===== src/rtl/ccff_pkg.sv =====
// Shared types and default widths for the configuration-chain loader.
package ccff_pkg;

   localparam int unsigned CCFF_BLOCK_W = 128;
   localparam int unsigned CCFF_LEN_W   = 24;

   typedef enum logic [2:0] {
      IDLE     = 3'd0,
      PRESET   = 3'd1,
      WAIT_BLK = 3'd2,
      SHIFT    = 3'd3,
      DONE     = 3'd4
   } ccff_state_e;

endpackage


===== src/rtl/ccff_bit_shifter.sv =====
// Block shift register, bit-in-block down-counter and progclk phase toggle.
// A bit advances on the phase-1 step; blk_last_o flags the final bit of the block.
module ccff_bit_shifter
   import ccff_pkg::*;
#(
   parameter int unsigned BLOCK_W = CCFF_BLOCK_W
) (
   input  logic               clk_i,
   input  logic               rst_i,
   input  logic               load_i,
   input  logic [BLOCK_W-1:0] blk_i,
   input  logic               step_i,
   output logic               phase_o,
   output logic               msb_o,
   output logic               blk_last_o
);

   localparam int unsigned     CNT_W    = (BLOCK_W > 1) ? $clog2(BLOCK_W) : 1;
   localparam logic [CNT_W-1:0] LAST_IDX = CNT_W'(BLOCK_W - 1);

   logic [BLOCK_W-1:0] sreg_q;
   logic [CNT_W-1:0]   left_q;
   logic               phase_q;

   always_ff @(posedge clk_i or posedge rst_i) begin
      if (rst_i) begin
         sreg_q  <= '0;
         left_q  <= '0;
         phase_q <= 1'b0;
      end else if (load_i) begin
         sreg_q  <= blk_i;
         left_q  <= LAST_IDX;
         phase_q <= 1'b0;
      end else if (step_i) begin
         phase_q <= ~phase_q;
         if (phase_q) begin
            sreg_q <= sreg_q << 1;
            if (left_q != '0) begin
               left_q <= left_q - 1'b1;
            end
         end
      end
   end

   assign phase_o    = phase_q;
   assign msb_o      = sreg_q[BLOCK_W-1];
   assign blk_last_o = (left_q == '0);

endmodule


===== src/rtl/ccff_loader.sv =====
// Streams decrypted bitstream blocks MSB-first into a configuration flip-flop chain.
//
// state    | meaning
// IDLE     | waiting for start_i with a nonzero length
// PRESET   | pReset_o high for PRESET_CYC cycles
// WAIT_BLK | blk_ready_o high, waiting for the next block
// SHIFT    | two cycles per bit: phase 0 sets data, phase 1 pulses progclk
// DONE     | one-cycle done_o pulse
module ccff_loader
   import ccff_pkg::*;
#(
   parameter int unsigned BLOCK_W    = CCFF_BLOCK_W,
   parameter int unsigned LEN_W      = CCFF_LEN_W,
   parameter int unsigned PRESET_CYC = 4
) (
   input  logic               clk_i,
   input  logic               rst_i,
   input  logic               start_i,
   input  logic [LEN_W-1:0]   chain_len_i,
   input  logic [BLOCK_W-1:0] blk_data_i,
   input  logic               blk_valid_i,
   output logic               blk_ready_o,
   output logic               progclk_o,
   output logic               pReset_o,
   output logic               data_o,
   input  logic               ccff_tail_i,
   output logic               busy_o,
   output logic               done_o,
   output logic               err_o,
   output logic               tail_par_o
);

   localparam int unsigned      PRE_W    = (PRESET_CYC > 1) ? $clog2(PRESET_CYC) : 1;
   localparam logic [PRE_W-1:0] PRE_LOAD = PRE_W'(PRESET_CYC - 1);

   ccff_state_e      state_q, state_d;
   logic [1:0]       rst_sync_q;
   logic             rst_int;
   logic [LEN_W-1:0] len_q;
   logic [PRE_W-1:0] pre_cnt_q;
   logic             err_q;
   logic             par_q;
   logic             phase;
   logic             msb;
   logic             blk_last;
   logic             start_ok;
   logic             blk_load;
   logic             bit_tick;

   // Assertion reaches every flop at once; release waits two clk_i edges.
   always_ff @(posedge clk_i or posedge rst_i) begin
      if (rst_i) begin
         rst_sync_q <= 2'b11;
      end else begin
         rst_sync_q <= {rst_sync_q[0], 1'b0};
      end
   end

   assign rst_int = rst_sync_q[1];

   assign start_ok = start_i && (state_q == IDLE) && (chain_len_i != '0);
   assign blk_load = (state_q == WAIT_BLK) && blk_valid_i;
   assign bit_tick = (state_q == SHIFT) && phase;

   always_ff @(posedge clk_i or posedge rst_int) begin
      if (rst_int) begin
         state_q <= IDLE;
      end else begin
         state_q <= state_d;
      end
   end

   always_comb begin
      state_d = state_q;
      case (state_q)
         IDLE: begin
            if (start_ok) state_d = PRESET;
         end
         PRESET: begin
            if (pre_cnt_q == '0) state_d = WAIT_BLK;
         end
         WAIT_BLK: begin
            if (blk_valid_i) state_d = SHIFT;
         end
         SHIFT: begin
            if (bit_tick) begin
               if (len_q <= LEN_W'(1)) begin
                  state_d = DONE;
               end else if (blk_last) begin
                  state_d = WAIT_BLK;
               end
            end
         end
         DONE: begin
            state_d = IDLE;
         end
         default: begin
            state_d = IDLE;
         end
      endcase
   end

   always_ff @(posedge clk_i or posedge rst_int) begin
      if (rst_int) begin
         len_q     <= '0;
         pre_cnt_q <= '0;
         err_q     <= 1'b0;
         par_q     <= 1'b0;
      end else begin
         if (start_ok) begin
            len_q <= chain_len_i;
            err_q <= 1'b0;
            par_q <= 1'b0;
         end else if (start_i) begin
            err_q <= 1'b1;
         end
         if (state_q == PRESET) begin
            if (pre_cnt_q != '0) pre_cnt_q <= pre_cnt_q - 1'b1;
         end else begin
            pre_cnt_q <= PRE_LOAD;
         end
         if (bit_tick) begin
            par_q <= par_q ^ ccff_tail_i;
            if (len_q != '0) len_q <= len_q - 1'b1;
         end
      end
   end

   ccff_bit_shifter #(
      .BLOCK_W (BLOCK_W)
   ) u_shifter (
      .clk_i      (clk_i),
      .rst_i      (rst_int),
      .load_i     (blk_load),
      .blk_i      (blk_data_i),
      .step_i     (state_q == SHIFT),
      .phase_o    (phase),
      .msb_o      (msb),
      .blk_last_o (blk_last)
   );

   assign blk_ready_o = (state_q == WAIT_BLK);
   assign progclk_o   = bit_tick;
   assign pReset_o    = (state_q == PRESET);
   assign data_o      = (state_q == SHIFT) && msb;
   assign busy_o      = (state_q != IDLE);
   assign done_o      = (state_q == DONE);
   assign err_o       = err_q;
   assign tail_par_o  = par_q;

endmodule


===== config.mk =====
export PLATFORM = sky130hd
export DESIGN_NAME = ccff_loader
export DESIGN_NICKNAME = d
export VERILOG_FILES = /design/src/rtl/ccff_pkg.sv /design/src/rtl/ccff_bit_shifter.sv /design/src/rtl/ccff_loader.sv
export SDC_FILE = /design/constraint.sdc
export NUM_CORES = 1
export LEC_CHECK = 0
export BUFFER_PORTS_ARGS = -buffer_cell sky130_fd_sc_hd__buf_2
export CAP_MARGIN = 25
export CORE_ASPECT_RATIO = 0.5
export CORE_UTILIZATION = 38
export DETAILED_ROUTE_END_ITERATION = 16
export GPL_TIMING_DRIVEN = 0
export PLACE_DENSITY = 0.56
export SKIP_CTS_REPAIR_TIMING = 1
export SLEW_MARGIN = 10
export SYNTH_ARGS = -nofsm -noshare
export SYNTH_HDL_FRONTEND = slang
export SYNTH_SLANG_ARGS = --single-unit

===== constraint.sdc =====
create_clock -name clk_i -period 15.9 [get_ports clk_i]
set_clock_uncertainty 0.2 [all_clocks]
set_input_delay 3.18 -clock clk_i [delete_from_list [all_inputs] [get_ports clk_i]]
set_output_delay 3.18 -clock clk_i [all_outputs]
set_load 0.05 [all_outputs]

==> metrics.csv, run 1 <==
metric;value;unit
fin_ws;9.479;ns
drc;0;
first_pass_iters;5;
final.period_utilization;0.4038;
core;20880;um^2
crit_buf_inv;5;
grt_setup_unrepaired;no;
cts_buffers;17;
synth_top_area_frac;0.5083;
tightest_slew;0.8229;ns
hold_class;reg -> async;
drt_iter0_markers;544;
layout_min_cycle_time;6.421;ns
die_area;22260;um^2
dpl_worst_slack;9.931;ns
clkTransAtPathRegs;0.06;ns
synthTopCellsByArea;dfrtp_1, nand2_1, a31oi_1;
dr_total_vias;7904;
syn_to_final_growth;21.08;%
place_congestion;0.8835;
wl;23.10;mm
clk_path_buf_depth;2;
ys_ff_latch;169;
numPortBuffers;164;
p_leak;0.004467;uW
slew_violations;0;
grt_start_max_net_pins;88;
viasPerCell;5.344;
die_x;210.0;um
crit_family;buffers and inverters;
drv_cap;0;
hold_viol;0;
antenna_found_initial;6;
clock.fmax;0.1557;GHz
status;complete, no violations;
synth_ff_type;dfrtp_1;
drive_gt1_frac;0.1775;
io_pins;165;
ys_async_sr_fraction;1.000;
grt_pass1_wl;38.42;mm
synth_cells;987;
cts_max_level;4;
startpoint_type;register;
clock_latency;0.43;ns
arrival;3.04;ns
ir_drop;80.84;uV
netlist.top_cell.by_area;dfrtp_1;
setup_tns;0;ns
cp-end-kind;primary output;
synth_edf_count;0;
syn_avg_cell_area;8.330;um^2
synth_nets;1150;
clock_sinks;169;
synth_warnings;0;
wire_per_inst;15.62;um
cts_root_buf;clkbuf_16;
track_usage;0.2176;
path_class;reg -> out;
ant_nets;0;
dp_hpwl;16.08;mm
power_density;192.9;nW/um^2
setup_viol;0;
fp-row-count;37;
cp.required;12.52;ns
grt_pass1_vias;7645;
die_h;106.0;um
max_slew_margin;0.4514;
start_util;0.3938;
cts_tree;done;
crit_top_cell;clkbuf_1;
syn_area;8222;um^2
path_max_fanout;10;
nets;1335;
seq_area_frac_synth;0.5147;
cpPeakStageDelay;0.55;ns
grt_overflow;0;
crit_slowest_cell;clkbuf_1;
worstPathCellList;clkbuf_1 -> nand4b_1 -> inv_1 -> clkbuf_1 -> clkbuf_1 -> buf_2;
ys_types;54;
## cell type report
type / instances / area [um^2]
diodes: 4 / 10.01
plain buffers: 76 / 305.3
clock buffers: 23 / 447.9
clock inverters: 7 / 48.80
fillers: 2088 / 10920
inverters: 16 / 67.56
multi-input cells: 726 / 3625
flip-flops and latches: 169 / 4232
well taps: 292 / 365.4
repair buffers: 166 / 853.3
## sequential cells by signal (all words and copies together), names as in the netlist
signal,count
err_o,1
len_q,24
pre_cnt_q,2
rst_sync_q,2
state_q,3
tail_par_o,1
u_shifter.left_q,7
u_shifter.phase_o,1
u_shifter.sreg_q,128
## cells in the final DEF, fill, tap and decap left out, types with 3 or more instances in the layout
cell type	netlist	final
dfrtp_1	167	167
a311oi_1	3	3
mux2i_1	4	4
buf_2	4	168
nand4_1	7	7
clkbuf_16	0	17
o32ai_1	3	3
o221ai_1	4	4
o22ai_1	5	5
buf_1	9	9
or4_1	5	5
or3_1	8	8
clkbuf_1	61	67
nand3_1	18	18
a211oi_1	4	4
nor2_1	137	137
a21oi_1	9	9
clkinv_2	0	3
a31oi_1	115	115
ha_1	6	6
xor2_1	4	4
a22oi_1	14	14
nor3_1	45	45
nand2_1	273	273
nor4_1	13	13
inv_1	16	15
o21ai_0	10	10
diode_2	0	4
nor3b_1	5	5
## logic make-up after synthesis
kind of cell             after synthesis  synth area share
AO/OA/AOI/OAI                        183            0.1491
XOR/XNOR                               6          0.006392
adder cells (fa/ha/maj)                6          0.009131
buffers and inverters                 92           0.04444
flip-flops                           169            0.5147
multiplexers                           7          0.008979
other                                  1         0.0004561
AND/OR/NAND/NOR                      523            0.2668
## cells in the mapped netlist (all sizes together) (3+ instances only)
master    n
nand2   273
dfrtp   167
nor2    137
a31oi   115
clkbuf   61
nor3     45
nand3    18
inv      16
buf      15
a22oi    14
nor4     13
o21ai    11
a21oi     9
or3       8
nand4     7
a211oi    6
ha        6
nor3b     5
o22ai     5
or4       5
a311oi    4
mux2i     4
o221ai    4
xor2      4
mux2      3
o221a     3
o32ai     3
## through the flow
stage | utilization | total power, uW | std cells | cell area [um^2] | hold slack (ns)
detailed placement | 0.4523 | 1550 | 1444 | 9443 | 0.1491
finish | 0.4768 | 1920 | 1479 | 9955 | 0.1603
floorplan | - | 1336 | 987 | 8222 | 0.1452
CTS | 0.4761 | 1930 | 1474 | 9940 | 0.1621
global placement | 0.4506 | 1529 | 1443 | 9408 | 0.1480
global route | 0.4767 | 2081 | 1478 | 9952 | 0.1655
## routing by layer
metal	GRT usage	up-vias	share of wire
met5	0	-	0.00056
met4	0.06361	2	0.011
met3	0.05406	22	0.057
met2	0.3491	229	0.47
met1	0.2917	3859	0.46
li1	-	3792	-
## power by group
group / internal [uW] / switching [uW] / leakage (uW)
clock network: 198 / 171 / 0.000241
registers: 648 / 133 / 0.00197
logic: 294 / 477 / 0.00226
## final timing paths
kind	startpoint	to	cells after the start	slack (ns)
max in group asynchronous	rst_i	rst_sync_q[1]	2	12.93
hold reg to reg	rst_sync_q[1]	u_shifter.sreg_q[99]	1	0.16
min in group clk_i	rst_sync_q[0]	rst_sync_q[1]	0	0.16
hold / removal	rst_sync_q[1]	u_shifter.sreg_q[99]	1	0.16
setup / recovery	state_q[2]	progclk_o	6	9.48
setup reg to reg	len_q[7]	state_q[0]	7	12.88
Power figures use the tool's default switching activity.
==> inputs of run 2 (changes only) <==
PLACE_DENSITY = 0.58   (was 0.56)
clock period = 5.6 ns   (was 15.9 ns; I/O delays follow)
==> metrics.csv, run 2 (synthesis gave the netlist of run 1 again) <==
metric;value;unit
status;complete, no violations;
grt_start_max_net_pins;95;
arrival;3.06;ns
tightest_slew;0.8778;ns
ant_nets;0;
cp.required;4.28;ns
start_util;0.3938;
dr_total_vias;7855;
layout_commonest_cell;nand2_1;
track_usage;0.2166;
reg2reg_from;state_q[2];
wl;23.24;mm
top_regs;u_shifter.sreg_q x128, len_q x24, u_shifter.left_q x7;
dp_hpwl;16.24;mm
largest_reg_flops;128;
layout_common_cells;nand2_1, buf_2, dfrtp_1;
grt_pass1_wl;38.25;mm
crit_family;buffers and inverters;
hold_class;reg -> reg;
wire_per_inst;15.71;um
worstHoldStart;rst_sync_q[0];
max_slew_margin;0.4148;
drv_cap;0;
startpoint_type;register;
die_h;106.0;um
clock_latency;0.44;ns
finish.instance_area;10050;um^2
place_congestion;0.9007;
cts_buffers;17;
cts_max_level;4;
path_max_fanout;10;
first_pass_iters;5;
numPortBuffers;164;
grt_pass1_vias;7632;
clock_sinks;169;
grt_setup_unrepaired;no;
p_leak;0.004513;uW
dpl_cell_area;9443;um^2
clock.fmax;0.2284;GHz
worstPathCellList;clkbuf_1 -> nand4b_1 -> inv_1 -> clkbuf_1 -> clkbuf_1 -> buf_2;
setup_viol;0;
grt_overflow;0;
drt_iter0_markers;609;
crit_slowest_cell;clkbuf_1;
viasPerCell;5.311;
drive_gt1_frac;0.1823;
power_density;559.4;nW/um^2
fp-row-count;37;
cp-end-kind;primary output;
cp-startpoint;state_q[2];
drc;0;
clk_path_buf_depth;2;
slew_violations;0;
cpPeakStageDelay;0.59;ns
cts_tree;done;
power;5621;uW
layout_min_cycle_time;4.378;ns
cts_root_buf;clkbuf_16;
io_pins;165;
clkTransAtPathRegs;0.07;ns
ir_drop;319.5;uV
crit_top_cell;clkbuf_1;
final.period_utilization;0.7818;
fin_hold_ws;0.1629;ns
syn_to_final_growth;22.22;%
nets;1335;
path_class;reg -> out;
antenna_found_initial;4;
crit_buf_inv;5;
die_x;210.0;um
hold_viol;0;
core;20880;um^2
die_area;22260;um^2
r2r_slack;2.58;ns
top_register;u_shifter.sreg_q;
nFillCells;2090;
## run 2: changes by cell type in the layout (fill, tap and decap cells not counted), sizes merged
| cell | previous run | this run |
|---|---|---|
| inv | 17 | 22 |
| clkinv | 5 | 1 |
| bufinv | 0 | 2 |
| clkbuf | 85 | 83 |
| diode | 4 | 2 |
| clkinvlp | 1 | 2 |
## run 2: worst paths after layout
path,to,depth (start not counted)
hold reg to reg,rst_sync_q[1],0
setup / recovery,progclk_o,6
max in group asynchronous,u_shifter.sreg_q[69],2
min in group asynchronous,u_shifter.sreg_q[118],1
setup reg to reg,u_shifter.left_q[3],8
hold / removal,rst_sync_q[1],0
## run 2: cell type report
| class | count | area (um^2) | area share |
|---|---|---|---|
| Antenna cell | 2 | 5.005 | 0.0004981 |
| Buffer | 76 | 305.3 | 0.03038 |
| Clock buffer | 21 | 460.4 | 0.04582 |
| Clock inverter | 11 | 135.1 | 0.01345 |
| Inverter | 16 | 67.56 | 0.006724 |
| Multi-Input combinational cell | 726 | 3625 | 0.3607 |
| Sequential cell | 169 | 4232 | 0.4211 |
| Tap cell | 292 | 365.4 | 0.03636 |
| Timing Repair Buffer | 166 | 853.3 | 0.08492 |
## run 2: per-layer routing
layer | GRT usage | share of wire | vias up
li1 | - | - | 3795
met1 | 0.2917 | 0.47 | 3806
met2 | 0.3332 | 0.45 | 218
met3 | 0.05436 | 0.054 | 32
met4 | 0.09020 | 0.019 | 4
met5 | 0 | 0.00095 | -
## run 2: worst reg2reg max path, cell delays in order, from the launching register on
cell and delay (ns):
dfrtp_1 0.32, clkbuf_1 0.28, nand2b_1 0.20, nor2_1 0.07, nand2_1 0.09, clkbuf_1 0.67, clkbuf_1 0.48, buf_1 0.41
o21ai_0 0.15
## run 2: through the flow
stage	util	cells	setup TNS [ns]	setup WS, ns
5_1_grt	0.4810	1477	0	0.9825
6_report	0.4813	1479	0	1.222
3_5_place_dp	0.4523	1444	0	1.638
3_3_place_gp	0.4506	1443	-267.50	-1.611
2_1_floorplan	-	987	0	0.5535
4_1_cts	0.4808	1476	0	1.182
## run 2: power breakdown
part | internal, uW | total (uW) | switching [uW]
combinational | 834 | 2180 | 1350
clock | 691 | 1220 | 533
sequential | 1840 | 2220 | 376
total | 3360 | 5620 | 2260
==> inputs of run 3 (changes only) <==
clock period = 3.8 ns   (was 5.6 ns; I/O delays follow)
==> metrics.csv, run 3 (synthesis gave the netlist of run 1 again) <==
metric;value;unit
drv_cap;0;
clkTransAtPathRegs;0.07;ns
grt_pass1_vias;7634;
setup_viol;0;
cts_max_level;4;
path_max_fanout;10;
top_register;u_shifter.sreg_q;
clock.fmax;0.2927;GHz
clock_sinks;169;
tightest_slew;1.075;ns
die_x;210.0;um
die_area;22260;um^2
startpoint_type;register;
first_pass_iters;7;
wl;23.10;mm
drc;0;
arrival;2.46;ns
dp_hpwl;16.49;mm
max_slew_margin;0.2730;
fp-row-count;37;
clk_path_buf_depth;2;
p_leak;0.004545;uW
dpl.cell_count;1448;
r2r_slack;0.76;ns
nFillCells;2007;
ir_drop;364.8;uV
grt_setup_unrepaired;no;
viasPerCell;5.255;
cts_tree;done;
slew_violations;0;
reg2reg_from;len_q[7];
antenna_found_initial;4;
drive_gt1_frac;0.1889;
numPortBuffers;164;
status;complete, no violations;
cp-end-kind;primary output;
wire_per_inst;15.55;um
dr_total_vias;7804;
hold_class;reg -> async;
post-route-util;0.4859;
core;20880;um^2
hold_viol;0;
start_util;0.3938;
finish.instance_area;10150;um^2
grt_start_max_net_pins;38;
power_density;817.2;nW/um^2
r2r-end;len_q[22];
die_h;106.0;um
top_regs;u_shifter.sreg_q x128, len_q x24, u_shifter.left_q x7;
drt_iter0_markers;619;
ant_nets;0;
path_class;reg -> out;
layout_commonest_cell;nand2_1;
layout_common_cells;nand2_1, buf_2, dfrtp_1;
layout_min_cycle_time;3.417;ns
track_usage;0.2138;
cts_root_buf;clkbuf_16;
final.period_utilization;0.8992;
syn_to_final_growth;23.41;%
grt_overflow;0;
io_pins;165;
clock_latency;0.44;ns
place_congestion;0.9052;
reg2reg_depth;6;
fin_hold_ws;0.03785;ns
cp.required;2.84;ns
cts_buffers;17;
grt_pass1_wl;37.77;mm
fin_cells;1485;
nets;1341;
dpl_cell_area;9512;um^2
largest_reg_flops;128;
==> run 3: changes by cell type in the layout (fill, tap and decap cells not counted), moves of 2 or more <==
| cell | change |
|---|---|
| clkbuf_1 | -2 |
| clkinv_4 | +4 |
| buf_4 | +4 |
| buf_12 | +5 |
| clkinvlp_4 | +3 |
| inv_6 | -4 |
==> run 3: through the flow <==
stage,TNS (ns),power [uW],setup WS (ns)
2_1_floorplan,0,5591,0.8982
3_3_place_gp,0,6388,0.02232
3_5_place_dp,0,6500,0.2293
4_1_cts,-0.2447,8320,-0.2447
5_1_grt,0,8965,0.2125
6_report,0,8291,0.3830
==> run 3: critical path, stage by stage, from the launching register on <==
cell        delay [ns]
dfrtp_1           0.36
clkbuf_1          0.19
nand4b_1          0.47
clkinvlp_4        0.27
clkbuf_1          0.38
buf_2             0.35
==> run 3: worst max path at each step <==
stage	from	endpoint	slack, ns	cells after the start
after floorplan	state_q[0]	pReset_o	0.90	2
after global placement	rst_sync_q[1]	tail_par_o	0.02	1
after detailed placement	state_q[2]	progclk_o	0.23	6
after CTS	state_q[2]	progclk_o	-0.24	6
after global routing	state_q[2]	progclk_o	0.21	5
final	state_q[2]	progclk_o	0.38	5
==> run 3: routing by layer <==
layer	vias up	wire, um	part of all wire	GRT usage
met5	-	22	0.00095	0
met4	4	356	0.015	0.07560
met3	32	1357	0.059	0.05377
met2	226	10590	0.46	0.3367
met1	3738	10770	0.47	0.2864
li1	3804	-	-	-
==> run 3: layout make-up <==
class,count,area [um^2],area share
antenna,2,5.005,0.0004933
buffer,75,301.5,0.02972
clock buffer,20,456.7,0.04501
clock inverter,12,142.6,0.01406
inverter,16,67.56,0.006659
multi-input combinational,726,3625,0.3573
sequential,169,4232,0.4171
tap,292,365.4,0.03601
timing repair buffer,173,950.9,0.09372
==> run 3: power by group <==
part	total (uW)	switching, uW	internal, uW
combinational	3250	1990	1260
clock	1780	763	1010
sequential	3270	558	2710
total	8290	3310	4980
